File: src/rtl/traceback_unit.sv
`default_nettype none
// ============================================================================
// Module   : traceback_unit
// Brief    : Captures PE pointer wavefronts, then walks them backwards and
//            streams the alignment as M/D/I edit operations.
// Revision : 1.0 - initial release
// ============================================================================
module traceback_unit #(
  parameter int B = 4,
  parameter int L = 8
) (
  input  logic           clk,
  input  logic           reset,
  input  logic           start,
  input  logic           in_valid,
  input  logic           in_last,
  input  logic [3*B-1:0] ptr_in,
  input  logic           op_ready,
  output logic           op_valid,
  output logic [1:0]     op_code,
  output logic           op_last,
  output logic           done,
  output logic           err,
  output logic           busy
);

  localparam int DEPTH = 2 * L;
  localparam int AW    = (DEPTH > 1) ? $clog2(DEPTH) : 1;
  localparam int WCW   = AW + 1;
  localparam int WW    = 9;
  localparam int KIDX  = (B > 1) ? $clog2(B) : 1;
  localparam int KW    = KIDX + 2;

  localparam logic signed [KW-1:0] K_MAX = KW'(B - 1);
  localparam logic signed [KW-1:0] K_ONE = KW'(1);
  localparam logic signed [WW-1:0] W_ONE = WW'(1);
  localparam logic signed [WW-1:0] W_TWO = WW'(2);

  typedef enum logic [1:0] {
    S_IDLE    = 2'd0,
    S_CAPTURE = 2'd1,
    S_TRACE   = 2'd2,
    S_FIN     = 2'd3
  } state_t;

  // Encodings double as the op_code driven downstream.
  typedef enum logic [1:0] {
    MV_DIAG = 2'b00,
    MV_UP   = 2'b01,
    MV_LEFT = 2'b10,
    MV_NONE = 2'b11
  } move_t;

  state_t                state_q, state_d;
  logic [WCW-1:0]        wc_q, wc_d;
  logic signed [WW-1:0]  w_q, w_d;
  logic signed [KW-1:0]  k_q, k_d;
  logic                  err_flag_q, err_flag_d;
  logic                  wr_en;

  logic [3*B-1:0]        mem_q [DEPTH];
  logic [3*B-1:0]        rd_word;
  logic [2:0]            lane_ptr [B];
  logic [2:0]            cur_ptr;
  move_t                 mv;
  logic signed [WW-1:0]  next_w;
  logic signed [KW-1:0]  next_k;
  logic                  mv_last;
  logic                  k_ok;

  // Pointer storage: no reset, only the captured span is ever read.
  always_ff @(posedge clk) begin
    if (reset && wr_en) begin
      mem_q[wc_q[AW-1:0]] <= ptr_in;
    end
  end

  assign rd_word = mem_q[w_q[AW-1:0]];

  for (genvar g = 0; g < B; g++) begin : g_lane
    assign lane_ptr[g] = rd_word[3*g +: 3];
  end

  assign cur_ptr = lane_ptr[k_q[KIDX-1:0]];

  always_comb begin
    mv = MV_NONE;
    case (cur_ptr)
      3'b001, 3'b101: mv = MV_DIAG;
      3'b010, 3'b110: mv = MV_UP;
      3'b011, 3'b100: mv = MV_LEFT;
      default:        mv = MV_NONE;
    endcase
  end

  // Lane shift on vertical/horizontal moves depends on the parity of w.
  always_comb begin
    next_w = w_q;
    next_k = k_q;
    case (mv)
      MV_DIAG: begin
        next_w = w_q - W_TWO;
      end
      MV_UP: begin
        next_w = w_q - W_ONE;
        next_k = w_q[0] ? k_q : (k_q - K_ONE);
      end
      MV_LEFT: begin
        next_w = w_q - W_ONE;
        next_k = w_q[0] ? (k_q + K_ONE) : k_q;
      end
      default: begin
        next_w = w_q;
        next_k = k_q;
      end
    endcase
  end

  assign mv_last = next_w[WW-1];
  assign k_ok    = !next_k[KW-1] && (next_k <= K_MAX);

  always_comb begin
    state_d    = state_q;
    wc_d       = wc_q;
    w_d        = w_q;
    k_d        = k_q;
    err_flag_d = err_flag_q;
    wr_en      = 1'b0;
    op_valid   = 1'b0;
    op_code    = 2'b00;
    op_last    = 1'b0;
    done       = 1'b0;
    err        = 1'b0;
    busy       = (state_q != S_IDLE);

    case (state_q)
      S_IDLE: begin
        if (start) begin
          state_d    = S_CAPTURE;
          wc_d       = '0;
          err_flag_d = 1'b0;
        end
      end

      S_CAPTURE: begin
        if (in_valid) begin
          wr_en = 1'b1;
          wc_d  = wc_q + WCW'(1);
          if (in_last || (wc_q == WCW'(DEPTH - 1))) begin
            state_d = S_TRACE;
            w_d     = $signed({{(WW-WCW){1'b0}}, wc_q});
            k_d     = K_MAX;
          end
        end
      end

      S_TRACE: begin
        if ((mv == MV_NONE) || (!mv_last && !k_ok)) begin
          state_d    = S_FIN;
          err_flag_d = 1'b1;
        end else begin
          op_valid = 1'b1;
          op_code  = mv;
          op_last  = mv_last;
          if (op_ready) begin
            if (mv_last) begin
              state_d = S_FIN;
            end else begin
              w_d = next_w;
              k_d = next_k;
            end
          end
        end
      end

      S_FIN: begin
        done       = 1'b1;
        err        = err_flag_q;
        err_flag_d = 1'b0;
        state_d    = S_IDLE;
      end

      default: begin
        state_d = S_IDLE;
      end
    endcase
  end

  always_ff @(posedge clk) begin
    if (!reset) begin
      state_q    <= S_IDLE;
      wc_q       <= '0;
      w_q        <= '0;
      k_q        <= '0;
      err_flag_q <= 1'b0;
    end else begin
      state_q    <= state_d;
      wc_q       <= wc_d;
      w_q        <= w_d;
      k_q        <= k_d;
      err_flag_q <= err_flag_d;
    end
  end

endmodule
`default_nettype wire

File: config.mk
export PLATFORM = sky130hd
export DESIGN_NAME = traceback_unit
export DESIGN_NICKNAME = d
export VERILOG_FILES = /design/src/rtl/traceback_unit.sv
export SDC_FILE = /design/constraint.sdc
export NUM_CORES = 1
export LEC_CHECK = 0
export ABC_AREA = 1
export BUFFER_PORTS_ARGS = -buffer_cell sky130_fd_sc_hd__buf_2
export CORE_MARGIN = 4
export CORE_UTILIZATION = 62
export DETAILED_ROUTE_END_ITERATION = 8
export PLACE_DENSITY = 0.9
export RECOVER_POWER = 100
export SYNTH_ARGS = -nofsm -noshare
export SYNTH_HDL_FRONTEND = slang
export SYNTH_SLANG_ARGS = --single-unit
File: constraint.sdc
create_clock -name clk -period 3.55 [get_ports clk]
set_input_delay 1.065 -clock clk [delete_from_list [all_inputs] [get_ports clk]]
set_output_delay 1.065 -clock clk [all_outputs]
set_load 0.02 [all_outputs]
==> key figures, run 1 <==
Status
  – Status: finished with violations
  – Failing checks: setup timing

Cells and area
  – Share of layout cells above drive strength 1: 17.7%
  – N_diodes: 0
  – Final Util: 76.1%
  – Final std cells w/o fill: 1,244
  – Layout Nets: 1,052
  – Final Instance Area: 11,700 um2
  – Area grow syn2layout: 19.5%

Floorplanning
  – CORE AREA: 15,300 um2
  – Die height: 133 um
  – Die ar.: 17,800 um2
  – # IOs: 25
  – Site Rows: 45
  – Die X: 133 um
  – Initial Util: 63.7%

Clocking
  – Worst-Skew Late Latency: 0.51 ns
  – # H-tree levels: 1
  – Clock sink count: 216
  – CTS tree: done
  – Num CTS Buffers: 22
  – CTS max path bufs: 3
  – Hold Buf Count CTS: 0
  – Root Buffer: clkbuf_16
  – Reg clk slew, reported paths: 0.06 ns

Critical path
  – WP data arrival: 3.10 ns
  – CP max FO: 7
  – Crit Path Category: flip-flop to output port
  – Required @ worst endpoint: 2.48 ns
  – Reg2reg path depth: 26
  – Flop2flop setup slack: 0.28 ns
  – Startpoint Class: flip-flop
  – Nature of the critical path endpoint: output port

GRT
  – Largest net degree at the start of global routing: 32
  – Initial antenna violation count: 0
  – First-pass GRT wire length: 40,700 um
  – Total GRT Usage: 29.6%
  – Grt ovf: 0
  – Vias in the first global route: 7,545

Yosys
  – Yosys warns: 0
  – Post-Synth Adder-Cell Area: 2.18%
  – Top cell type's share of synthesized area: 59.1%
  – Main flop type after synthesis: edfxtp_1
  – Mapped Area: 9750 um2
  – Syn_area_per_cell: 10.3 um2
  – Synth Area in XOR/XNOR: 0.539%
  – Simple-gate share of the synthesized area: 25.2%
  – Largest family of logic cells by synthesized area: simple AND/OR/NAND/NOR gates
  – Yosys cell types: 37
  – Synth cell count leaders: 289 x nand2_1, 192 x edfxtp_1, 185 x nand3_1
  – Post-synth EDFFs: 192
  – Most frequent cell after synthesis: nand2_1
  – Leading area contributor after synthesis: edfxtp_1
  – Syn Nets: 983
  – Compound-Gate Fraction of Synth Area: 2.85%
  – Synth area leaders: edfxtp_1 59%, nand2_1 11%, nand3_1 9.5%
  – Yosys reg bits: 216
  – Mux cell area share after synthesis: 0%
  – Register area share after synthesis: 64.0%
  – Synthesized instance count: 948
  – Async SR Flop Fraction: 0%

Power and ir drop
  – Pwr dens: 743 nW/um2
  – Leak: 4.44 nW
  – Max IR drop VDD: 0.453 mV

Place
  – Dpl cell area: 10,400 um2
  – IO buf count: 24
  – DP HPWL: 14,300 um
  – DP Worst Slack: -0.0314 ns
  – GPL Wtd Cong: 0.920
  – Placed cells: 1,190

Route
  – DRC: 0
  – Metal3 WL: 3790 um
  – Met2 WL: 13,300 um
  – DR top layer: met4
  – Iteration-0 DRC Markers: 1,518
  – Vias per cell: 6.34
  – M1 WL: 9220 um
  – Wire length per cell: 22.6 um
  – DRT Pass-1 Iters: 7
  – Via count: 7,887
  – Antenna Nets Post-Route: 0
  – Post-Route WL: 28,100 um

STA
  – Worst-case clock skew: 0.0135 ns
  – Final count of hold timing violations: 0
  – RSZ-0062 raised after global routing: true
  – Fin crit period: 4.17 ns
  – Worst slew pin tran: 1.25 ns
  – Relative slew slack: 16.9%
  – Peak Freq: 240 MHz
  – Final setup viols: 4
  – Slew Viols, Final: 0
  – Fin worst setup slack: -0.619 ns
  – Final worst path period share: 117%

Min path
  – Worst hold start: k_q[2]$_SDFFE_PN0P_
  – Hold Path Depth: 2
  – Hold endpoint: k_q[2]$_SDFFE_PN0P_
  – HP Class: flip-flop to flip-flop

Flow run
  – Max Cap Viol: 0
per-layer routing:
layer	GRT usage (%)	vias up
li1	-	3400
met1	38.1	3617
met2	48.2	713
met3	6.04	157
met4	14.7	0
met5	0	-
critical path, stage by stage, from the launching register on:
cell       delay (ns)
dfxtp_4          0.43
clkinv_8         0.12
buf_12           0.15
buf_12           0.12
clkbuf_16        0.15
nand2_1          0.07
nand3_1          0.12
nand3_2          0.13
nand3_2          0.09
nand3_2          0.08
nand3_2          0.10
nand2_4          0.11
inv_2            0.04
nand2_2          0.07
nand2_4          0.09
nor2_2           0.11
nand2_1          0.06
nand2_1          0.07
nand2_2          0.06
nand2_4          0.07
nand3_4          0.09
nor2_2           0.11
buf_4            0.14
area by class of cell:
cell class              count  area, um2
clock inverters            12        104
clock buffers              28        624
flip-flops and latches    216       6250
well taps                 211        264
fillers                   893       3660
inverters                  57        226
repair buffers             91        861
multi-input cells         629       3320
worst max-delay path by stage:
stage / to / slack [ns] / cells past startpoint
after floorplan: op_code[0] / 0.18 / 23
after global placement: op_valid / 0.08 / 20
after detailed placement: op_valid / -0.03 / 20
after CTS: op_code[0] / -0.44 / 23
after global routing: op_code[0] / -0.75 / 22
final: op_code[0] / -0.62 / 22
through the flow:
| step | total power, mW | TNS [ns] | hold WS, ns |
|---|---|---|---|
| after detailed placement | 5.66 | -0.0414 | 0.455 |
| after CTS | 8.27 | -1.65 | 0.464 |
| after global routing | 9.03 | -2.84 | 0.483 |
| after global placement | 5.57 | 0 | 0.449 |
| after floorplan | 4.91 | 0 | 0.432 |
| final | 8.66 | -2.31 | 0.466 |
power by group:
group          total (mW)  switching [mW]  leakage (nW)  internal, mW
Combinational        3.37            2.10          2.16          1.27
Clock                2.35           0.968         0.363          1.38
Sequential           2.94          0.0844          1.92          2.86
layout by cell type, fill, tap and decap left out, types with 2 or more instances in the layout:
| master | n |
|---|---|
| a211oi_1 | 3 |
| a21oi_1 | 15 |
| buf_12 | 11 |
| buf_16 | 5 |
| buf_2 | 5 |
| buf_4 | 29 |
| buf_6 | 7 |
| bufinv_16 | 2 |
| clkbuf_1 | 33 |
| clkbuf_16 | 25 |
| clkbuf_8 | 3 |
| clkinv_1 | 7 |
| clkinv_2 | 5 |
| dfxtp_1 | 22 |
| edfxtp_1 | 192 |
| ha_1 | 15 |
| inv_1 | 46 |
| inv_2 | 8 |
| nand2_1 | 277 |
| nand2_2 | 13 |
| nand2_4 | 7 |
| nand3_1 | 140 |
| nand3_2 | 46 |
| nand3_4 | 2 |
| nand3b_1 | 2 |
| nand4_1 | 9 |
| nor2_1 | 46 |
| nor2_2 | 3 |
| nor3_1 | 11 |
| o211ai_1 | 2 |
| o21ai_0 | 15 |
| o221ai_1 | 2 |
| o22ai_1 | 2 |
| xor2_1 | 5 |
sequential cells by signal, indices dropped and copies added (netlist names), named ones only:
register	cells
w_q	8
state_q	2
k_q	4
wc_q	5
err_flag_q	1
mem_q	192
cell families (layout without fill, tap and decap cells):
group | after synthesis | after routing
and+or+nand+nor | 560 | 560
buffers and inverters | 103 | 188
DFF | 216 | 216
adders and majority gates | 17 | 17
xor gates and xnor gates | 6 | 6
AOI/OAI and AO/OA | 46 | 46
what timing repair did:
action                                  in CTS  in global routing
endpoints found under the setup margin       4                  4
gates resized for setup                     51                 48
cloned                                       5                  2
buffers inserted                             3                  4
pin swaps                                   16                 10
Note: power is estimated with default switching activity, not from simulation.
==> run 2, diff against run 1 <==
Settings changed: CORE_ASPECT_RATIO set to 1.1, PLACE_DENSITY 0.9 to 0.79.
==> run 2 against run 1 <==
Compared with the run above: the run still ends with setup timing left; global-route usage fell by 3.0 points; critical path type unchanged; maximum frequency is 0.53% higher; core utilization up 2.0 points; clock skew rose by 0.0090 ns.
==> key figures, run 2 (synthesis results as in run 1) <==
Clocking
  – Num CTS Buffers: 22 (unchanged)
  – Worst-Skew Late Latency: 0.52 ns (about the same)
  – Root Buffer: clkbuf_16
  – CTS max path bufs: 3 (unchanged)
  – Clock sink count: 216 (unchanged)
  – # H-tree levels: 1 (unchanged)
  – Hold Buf Count CTS: 0 (unchanged)
  – Reg clk slew, reported paths: 0.06 ns (about the same)
  – CTS tree: done

Floorplanning
  – Site Rows: 47 (+4.4%)
  – Die X: 128 um (-4.4%)
  – Die height: 140 um (+4.6%)
  – CORE AREA: 15,200 um2 (-0.55%)
  – Die ar.: 17,800 um2 (about the same)
  – Initial Util: 64.0% (+0.35 points)
  – # IOs: 25 (unchanged)

Min path
  – Hold Path Depth: 2 (unchanged)
  – Hold endpoint: k_q[2]$_SDFFE_PN0P_
  – HP Class: flip-flop to flip-flop
  – Worst hold start: k_q[2]$_SDFFE_PN0P_

Place
  – IO buf count: 24 (unchanged)
  – GPL Wtd Cong: 0.854 (-7.2%)
  – Placed cells: 1,174 (-1.3%)
  – DP HPWL: 14,300 um (about the same)
  – Dpl cell area: 10,300 um2 (-0.11%)

Critical path
  – Reg2reg path depth: 28 (+7.7%)
  – CP cell instances: buf_8 > clkinv_8 > clkbuf_16 > nand2_1 > nand3_1 > nand3_1 > nand2_1 > nand2_1 > nand3_2 > nand3_2 > nand2_4 > buf_6 > inv_6 > nand2_4 > nand2_8 > nor2_4 > nand2_1 > nand2_1 > nand2_2 > nand2_4 > nand3_4 > nor2_4 > buf_6
  – Slowest-stage cell, CP: dfxtp_4
  – Max stage delay on crit path: 0.38 ns (-0.05 ns)
  – Most used cell, CP: nand2_1
  – CP delay by family, top: simple AND/OR/NAND/NOR gates
  – Flop2flop setup slack: 0.23 ns (-0.05 ns)
  – RR Endpoint: w_q[0]$_SDFFE_PN0N_
  – Nature of the critical path endpoint: output port
  – CP max FO: 8 (+1)
  – Startpoint Class: flip-flop
  – Crit Path Category: flip-flop to output port
  – Worst path buffer plus inverter count: 6 (unchanged)
  – WP data arrival: 3.08 ns (-0.02 ns)
  – Required @ worst endpoint: 2.48 ns (about the same)

Route
  – Antenna Nets Post-Route: 0 (unchanged)
  – Wire length per cell: 21.5 um (-5.0%)
  – DRT Pass-1 Iters: 7 (unchanged)
  – Vias per cell: 6.17 (-2.7%)
  – Iteration-0 DRC Markers: 1,063 (-30%)
  – DRC: 0 (unchanged)
  – Post-Route WL: 26,600 um (-5.4%)
  – Via count: 7,643 (-3.1%)

Cells and area
  – Share of layout cells above drive strength 1: 20.5% (+2.8 points)
  – Max reg flops: 192 (unchanged)
  – Reg area: 6250 um2 (unchanged)
  – Layout Nets: 1,065 (+1.2%)
  – N_diodes: 0 (unchanged)
  – Commonest non-fill, non-tap cells in the layout: 262 x nand2_1, 192 x edfxtp_1, 134 x nand3_1, 52 x nand3_2, 46 x inv_1
  – Footprint of the multi-input gates: 3450 um2 (+3.9%)
  – Final Instance Area: 11,900 um2 (+2.0%)
  – Final Util: 78.1% (+2.0 points)
  – Area grow syn2layout: 21.9%
  – Commonest non-fill, non-tap cell in the layout: nand2_1
  – Final std cells w/o fill: 1,239 (-0.40%)
  – Filler Cells Inserted: 902 (+1.0%)

STA
  – Final count of hold timing violations: 0 (unchanged)
  – Fin worst setup slack: -0.597 ns (+0.0221 ns)
  – RSZ-0062 raised after global routing: true
  – Worst-case clock skew: 0.0225 ns (+0.00900 ns)
  – Slew Viols, Final: 0 (unchanged)
  – Final worst path period share: 117% (-0.62 points)
  – Relative slew slack: 39.2% (+22 points)
  – Final setup viols: 4 (unchanged)
  – Worst slew pin tran: 0.912 ns (-0.335 ns)
  – Fin crit period: 4.15 ns (-0.0221 ns)
  – Peak Freq: 241 MHz (+0.53%)

GRT
  – Vias in the first global route: 7,112 (-5.7%)
  – Grt ovf: 0 (unchanged)
  – First-pass GRT wire length: 36,900 um (-9.3%)
  – Largest net degree at the start of global routing: 36 (+13%)
  – Total GRT Usage: 26.5% (-3.0 points)
  – Initial antenna violation count: 0 (unchanged)

Flow run
  – Max Cap Viol: 0 (unchanged)

Status
  – Status: finished with violations
  – Failing checks: setup timing

Power and ir drop
  – Power consumption: 8.62 mW (-0.49%)
  – Max IR drop VDD: 0.501 mV (+11%)
  – Pwr dens: 725 nW/um2 (-2.5%)
  – Leak: 4.51 nW (+1.5%)
## run 2: layer usage
layer / track usage [%] / up-vias / part of all wire (%)
met4: 9.44 / 0 / 4.9
met3: 4.64 / 104 / 11
met5: 0 / - / 0
met2: 43.9 / 543 / 48
met1: 35.6 / 3570 / 36
li1: - / 3426 / -
## run 2: worst max-delay path by stage
| stage | cells past startpoint | end | start |
|---|---|---|---|
| 3_5_place_dp | 20 | op_valid | flip-flop |
| 6_report | 23 | op_code[0] | flip-flop |
| 3_3_place_gp | 20 | op_valid | flip-flop |
| 4_1_cts | 22 | op_code[0] | flip-flop |
| 2_1_floorplan | 23 | op_code[0] | flip-flop |
| 5_1_grt | 23 | op_code[0] | flip-flop |
## run 2: layout make-up
| cell class | instances | share of cell area (%) |
|---|---|---|
| Timing Repair inverter | 1 | 0.137 |
| Multi-Input combinational cell | 629 | 29.0 |
| Timing Repair Buffer | 103 | 8.60 |
| Inverter | 57 | 2.04 |
| Sequential cell | 216 | 52.6 |
| Clock inverter | 11 | 0.800 |
| Clock buffer | 26 | 4.76 |
| Tap cell | 196 | 2.06 |
## run 2: tightest hold or removal path, stage by stage (launching register included)
cell and delay [ns]:
dfxtp_1 0.33, nand2_1 0.07, nor2_1 0.03
## run 2: per-stage QoR
step                hold WS [ns]  TNS, ns  setup WS, ns
finish                     0.482    -2.26        -0.597
global route               0.513    -2.74        -0.711
CTS                        0.472    -1.74        -0.470
detailed placement         0.460        0        0.0129
global placement           0.455        0        0.0817
floorplan                  0.432        0         0.176
## run 2: timing repair
item,in CTS,in global routing
resized for setup,21,126
pin swaps,5,67
endpoints found under the setup margin,4,4
cloned,2,13
setup buffers,2,12
## run 2: where the power goes
part	switching (mW)	internal [mW]	leakage, nW
combinational	2.17	1.37	2.27
sequential	0.0755	2.86	1.92
clock	0.940	1.21	0.316
